$ cat src/rtl/ofs_pcie_ss_cfg_pkg.sv
// Default bus geometry for the PCIe subsystem AXI-Stream interfaces.
package ofs_pcie_ss_cfg_pkg;
    localparam int TDATA_WIDTH = 512;
    localparam int TUSER_WIDTH = 10;
endpackage

$ cat src/rtl/pcie_ss_axis_demux.sv
// Packet-atomic AXI-Stream 1:N demux, routes whole packets by first-beat tdest; 1-cycle latency.
// Single shared output register; a stalled destination back-pressures the input (head-of-line).
module pcie_ss_axis_demux #(
    parameter int NUM_CH      = 2,
    parameter int TDATA_WIDTH = ofs_pcie_ss_cfg_pkg::TDATA_WIDTH,
    parameter int TUSER_WIDTH = ofs_pcie_ss_cfg_pkg::TUSER_WIDTH,
    localparam int SEL_W      = (NUM_CH > 1) ? $clog2(NUM_CH) : 1,
    localparam int TKEEP_W    = TDATA_WIDTH / 8
) (
    input  logic                   clk,
    input  logic                   rst,

    input  logic                   s_tvalid,
    output logic                   s_tready,
    input  logic [TDATA_WIDTH-1:0] s_tdata,
    input  logic [TKEEP_W-1:0]     s_tkeep,
    input  logic                   s_tlast,
    input  logic [TUSER_WIDTH-1:0] s_tuser_vendor,
    input  logic [SEL_W-1:0]       s_tdest,

    output logic [NUM_CH-1:0]      m_tvalid,
    input  logic [NUM_CH-1:0]      m_tready,
    output logic [TDATA_WIDTH-1:0] m_tdata,
    output logic [TKEEP_W-1:0]     m_tkeep,
    output logic                   m_tlast,
    output logic [TUSER_WIDTH-1:0] m_tuser_vendor,

    output logic [15:0]            drop_cnt,
    output logic                   drop_pulse
);

    typedef enum logic {SOP, MID} state_t;

    localparam logic [SEL_W:0] NUM_CH_V = (SEL_W + 1)'(NUM_CH);

    state_t            state;
    logic [SEL_W-1:0]  dest_q;
    logic              drop_q;

    logic              sop_bad;
    logic              drop_active;
    logic [SEL_W-1:0]  cur_dest;
    logic [NUM_CH-1:0] cur_onehot;
    logic              pop;
    logic              accept;
    logic              load;

    always_comb begin
        sop_bad     = ({1'b0, s_tdest} >= NUM_CH_V);
        drop_active = (state == SOP) ? sop_bad : drop_q;
        cur_dest    = (state == SOP) ? s_tdest : dest_q;
        cur_onehot  = NUM_CH'(1) << cur_dest;
        // m_tvalid is one-hot, so this is out_valid & m_tready[out_dest]
        pop         = |(m_tvalid & m_tready);
        s_tready    = ~rst & (drop_active | ~(|m_tvalid) | pop);
        accept      = s_tvalid & s_tready;
        load        = accept & ~drop_active;
    end

    always_ff @(posedge clk) begin
        if (rst) begin
            state      <= SOP;
            dest_q     <= '0;
            drop_q     <= 1'b0;
            m_tvalid   <= '0;
            drop_cnt   <= '0;
            drop_pulse <= 1'b0;
        end else begin
            drop_pulse <= accept & (state == SOP) & sop_bad;

            if (accept) begin
                if (state == SOP) begin
                    dest_q <= s_tdest;
                    drop_q <= sop_bad;
                end
                state <= s_tlast ? SOP : MID;
            end

            if (load) begin
                m_tvalid <= cur_onehot;
            end else if (pop) begin
                m_tvalid <= '0;
            end

            if (accept && (state == SOP) && sop_bad && (drop_cnt != 16'hFFFF)) begin
                drop_cnt <= drop_cnt + 16'd1;
            end
        end
    end

    // Payload carries no reset: it is only meaningful while a m_tvalid bit is set.
    always_ff @(posedge clk) begin
        if (load) begin
            m_tdata        <= s_tdata;
            m_tkeep        <= s_tkeep;
            m_tlast        <= s_tlast;
            m_tuser_vendor <= s_tuser_vendor;
        end
    end

endmodule

$ cat config.mk
export PLATFORM = sky130hd
export DESIGN_NAME = pcie_ss_axis_demux
export DESIGN_NICKNAME = d
export VERILOG_FILES = /design/src/rtl/ofs_pcie_ss_cfg_pkg.sv /design/src/rtl/pcie_ss_axis_demux.sv
export SDC_FILE = /design/constraint.sdc
export NUM_CORES = 1
export LEC_CHECK = 0
export ABC_AREA = 1
export CAP_MARGIN = 20
export CORE_AREA = 2 2 472 474
export DETAILED_ROUTE_END_ITERATION = 12
export DIE_AREA = 0 0 474 476
export PLACE_DENSITY = 0.35
export SYNTH_ARGS = -nofsm -noshare
export SYNTH_HDL_FRONTEND = slang
export SYNTH_SLANG_ARGS = --single-unit
$ cat constraint.sdc
create_clock -name clk -period 16.5 [get_ports clk]
set_input_delay 3.3 -clock clk [delete_from_list [all_inputs] [get_ports clk]]
set_output_delay 3.3 -clock clk [all_outputs]
set_load 0.1 [all_outputs]
Yosys cells after proc, flatten, opt, wreduce, memory -nomap -nowiden:

Index checks and enable logic that the tools add are counted.
W data, S select, Z words.

* register bits: 592
* input bits: 593
* output and inout bits: 607
* logic and storage cells: 26

* shift operators: 1
* multiplexer cells: 5
* bitwise gates (word level): 9
* reductions and logical operators: 3

Operators by type and width (count)
* $mux W2: 2
* $reduce_or A2 Y1: 2
* $and A1 B1 Y1: 3
* $mux W1: 3
* $not A1 Y1: 3
* $and A2 B2 Y2: 1
* $or A1 B1 Y1: 2
* $reduce_bool A2 Y1: 1
* $shl A1 B1 Y2 const A: 1

Logic depth before layout (Yosys ltp):

* word-level depth: 8
* depth in mapped cells: 8
* depth with buffers taken out: 8

Worst setup path after synthesis:

OpenSTA, ideal clock, no wires.

* path kind: in2reg
* start point: in m_tready[0]
* end point: reg m_tdata[0] (enable)
* data arrival time: 15012 ps
* slack: 557 ps
* stages on the path: 6
* cell sequence: nand2_1 nand2_1 inv_1 nand2_1 nand4_1 inv_1

* cells in the longest elaborated chain, start to end: 6

Ends and longest elaborated chain
* from (decl): RTL line pcie_ss_axis_demux.sv:22 `input logic [NUM_CH-1:0] m_tready,`
* $and A2 B2 Y2: RTL line pcie_ss_axis_demux.sv:54 `pop = |(m_tvalid & m_tready);`
* $reduce_or A2 Y1: RTL line pcie_ss_axis_demux.sv:54
* $or A1 B1 Y1: RTL line pcie_ss_axis_demux.sv:55 `s_tready = ~rst & (drop_active | ~(|m_tvalid) | pop);`
* $and A1 B1 Y1: RTL line pcie_ss_axis_demux.sv:55
* $and A1 B1 Y1: RTL line pcie_ss_axis_demux.sv:56 `accept = s_tvalid & s_tready;`
* $and A1 B1 Y1
* named net load: RTL line pcie_ss_axis_demux.sv:46 `logic load;`
* to (signal assigned): RTL line pcie_ss_axis_demux.sv:94 `m_tdata <= s_tdata;`
* to (decl): RTL line pcie_ss_axis_demux.sv:23 `output logic [TDATA_WIDTH-1:0] m_tdata,`

The timed path passes the listed nets, and every way through them passes these cells.
A chain may end at the register's enable or synchronous reset.

Worst setup path after layout:

* start point: in m_tready[0]
* end point: out s_tready

* cells in the longest elaborated chain, start to end: 4

Ends and longest elaborated chain
* $and A2 B2 Y2: RTL line pcie_ss_axis_demux.sv:54
* $reduce_or A2 Y1: RTL line pcie_ss_axis_demux.sv:54
* $or A1 B1 Y1: RTL line pcie_ss_axis_demux.sv:55
* $and A1 B1 Y1: RTL line pcie_ss_axis_demux.sv:55
* to (decl): RTL line pcie_ss_axis_demux.sv:14 `output logic s_tready,`

No other way between the ends.

==> impl_results.md <==
- Worst hold slack: 0.486 ns
- Number of global-route vias before repair: around 13000
- Cell count after synthesis: 645
- Top delay family on crit path: buffers and inverters
- Synth cell types: 17
- CTS Buf Count: 84
- Setup TNS: 0 ns
- Crit-path max FO: 3
- Most common library cells after synthesis: 587 x edfxtp_1, 17 x buf_4, 11 x nand2_1
- Met2 usage: 17.8%
- Yosys reg bits: 592
- First-pass iteration count of the detailed router: 6
- Yosys top cell by area: edfxtp_1
- CTS root buf: clkbuf_16
- Slowest stage cell, crit path: buf_2
- Power share of the clock group: between 40% and 50%
- Status: finished clean
- Antenna violations before repair: 192
- Die height: 476 um
- Post-layout minimum cycle time: 8.05 ns
- Seq/Total Area, Yosys: 98.3%
- RSZ-0062 raised after global routing: false
- Comb power frac: 19.9%
- First-pass GRT wire length: 152000 um
- WP buf/inv: 2
- Hold Crit Class: reg -> reg
- Cts hold-fix bufs: 0
- Die span in x: about 470 um
- Max-Cap Viols: 0
- Net count reported at finish: 2520
- Synth top area share: 97.8%
- Clk sinks: 592
- Synth Cell Area: 18000 um^2
- Top area cells in the synthesized netlist: edfxtp_1 98%, buf_4 0.71%, dfxtp_1 0.56%, nand2_1 0.23%, inv_1 0.19%
- Clock latency on the worst-skew pair: 0.68 ns
- Number of synthesized flops with an enable pin: 587
- Largest net degree at the start of global routing: 118
- Power Dens Cells: 125 nW/um^2
- R2r setup slk: 11.94 ns
- FFs w/ async S/R, synth: 0%
- Max Slew Vio Count: 0
- Sw Ratio: between 30% and 40%
- Predominant post-synthesis flop cell: edfxtp_1
- Number of cell rows: 173
- Wire length per cell: 25.3 um
- WHS Path Cells: 2
- Clock buffer depth: 3
- PostCTS Resize Cnt: 0
- Reg2reg start: m_tvalid[1]
- Worst min-delay path startpoint: dest_q
- Fin Clk Skew: 0.0219 ns
- Fmax: 124 MHz
- Busiest grt layer: met2
- Cell Chain, Critical Path: clkdlybuf4s50_1 > nand2_1 > nand2_1 > nor2_2 > nor2_4 > buf_2
- GRT Util Overall: 10.7%
- Fin crit share: 48.8%
- Worst path max stage delay: 0.55 ns
- CTS tree: built
- Setup bufs post-CTS: 0
- Starting Density: 8.16%
- Worst hold endpoint: dest_q
- Vias per std cell: 2.49
- # port buffers: between 1000 and 1500
- Core area: approximately 220000 um^2
- Final wirelength: 127000 um
- Crit end category: output pin
- Reg2reg path depth: 9
- Setup crit start kind: primary input
- Worst-path clk slew: 0.06 ns
- Vias: 12500
- Final Hold Vio Count: 0
- Met3 Use GR: 9.46%
- Reg2reg end: m_tdata[487]
- Psw: ~0.0014 W
- Die area: 226000 um^2
- VDD IR-drop max: 0.0697 mV
- Cell mode on critical path: nand2_1
- Overall power: roughly 0.0045 W
- Sequential Power Share: 39.2%
- Mean post-synth cell area: 27.9 um^2
- Relative slew slack: approximately a fifth
- DRC violations left: 0
- Layout cells sized above 1: 10.9%
- Synth Warn #: 0
- Setup CP Type: in -> out
- GPL Wtd Cong: 0.776
- Arrival time worst endpoint: 4.75 ns
- # IOs: 1200
- M1 GR Usage: under 10%
- WP data required: between 10 and 15 ns
- Area Overhead vs Synth: 102%
- Total congestion overflow: 0
- H-tree level count: 3
- Pleak: around 12 nW
- Power Internal: 0.00309 W
- Hpwl dp: 108000 um
- Final setup fails: 0
- Drt first-iter violations: 380
- Detail Route Antenna Nets: 0
- Most frequent cell after synthesis: edfxtp_1
- Worst slew pin tran: roughly 1.2 ns
## state kept, by name, indices dropped and copies added (netlist names)
signal,cells
dest_q,1
drop_q,1
m_tdata,512
m_tkeep,64
m_tlast,1
m_tuser_vendor,10
m_tvalid,2
state,1
## cell usage in the layout (no fill, tap or decap), drive strengths merged
| cell type | netlist | routed |
|---|---|---|
| o21ai | 3 | 3 |
| o21bai | 1 | 1 |
| clkinv | 0 | 33 |
| inv | 9 | 11 |
| a21oi | 2 | 2 |
| clkinvlp | 0 | 5 |
| nor2 | 3 | 3 |
| nand3 | 3 | 3 |
| clkdlybuf4s50 | 0 | 1106 |
| edfxtp | 587 | 587 |
| nand2 | 12 | 12 |
| conb | 1 | 17 |
| diode | 0 | 44 |
| dfxtp | 5 | 5 |
| bufinv | 0 | 9 |
| buf | 17 | 91 |
| clkbuf | 0 | 100 |
| nand4 | 2 | 2 |
## stage by stage
stage               instances  cell area, um^2  setup WS (ns)  util [%]
floorplan                 661            18100          0.557         -
global placement         4810            33400           8.32      15.1
detailed placement       4815            33500           8.35      15.2
CTS                      4964            36200           8.35      16.4
global route             4968            36300           8.35      16.4
finish                   5009            36400           8.45      16.4
## worst max-delay path by stage
stage / start / endpoint / cells past startpoint
2_1_floorplan: m_tready[0] / m_tdata[0] / 6
3_3_place_gp: m_tready[1] / s_tready / 6
3_5_place_dp: m_tready[0] / s_tready / 6
4_1_cts: m_tready[0] / s_tready / 6
5_1_grt: m_tready[0] / s_tready / 6
6_report: m_tready[0] / s_tready / 6
## metal layers
layer	wire length (um)	up-vias
li1	-	5217
met1	40300	5801
met2	59500	1012
met3	23100	324
met4	2970	134
met5	878	-
## cell families after synthesis
kind of cell / Yosys count / synth area share [%]
other: 1 / 0.0208
buffers and inverters: 26 / 0.895
AOI/OAI and AO/OA: 6 / 0.201
DFF: 592 / 98.3
and+or+nand+nor: 20 / 0.534
## power by group through the flow
stage	logic, W	clock network, W	registers (W)
floorplan	0.0000531	0	0.00237
global placement	0.000915	0	0.00181
detailed placement	0.000918	0	0.00181
CTS	0.000920	0.00195	0.00178
global route	0.000929	0.00199	0.00178
finish	0.000903	0.00185	0.00178
## worst register-to-register path: stages, from the launching register on
cell and delay, ns:
dfxtp_1 0.44, nand2_1 0.11, nand2_1 0.14, inv_1 0.09
nand2_1 0.10, nand4_1 0.25, inv_8 0.72, buf_4 0.73
buf_4 0.63, buf_4 0.92
## cell type report
type	count	area, um^2
clock buffers	100	2240
diodes	44	110
well taps	2975	3720
clock inverters	49	488
flip-flops and latches	592	17700
multi-input cells	43	196
repair buffers	1197	11800
inverters	9	41.3
fillers	24200	185000
Power figures use the tool's default switching activity.
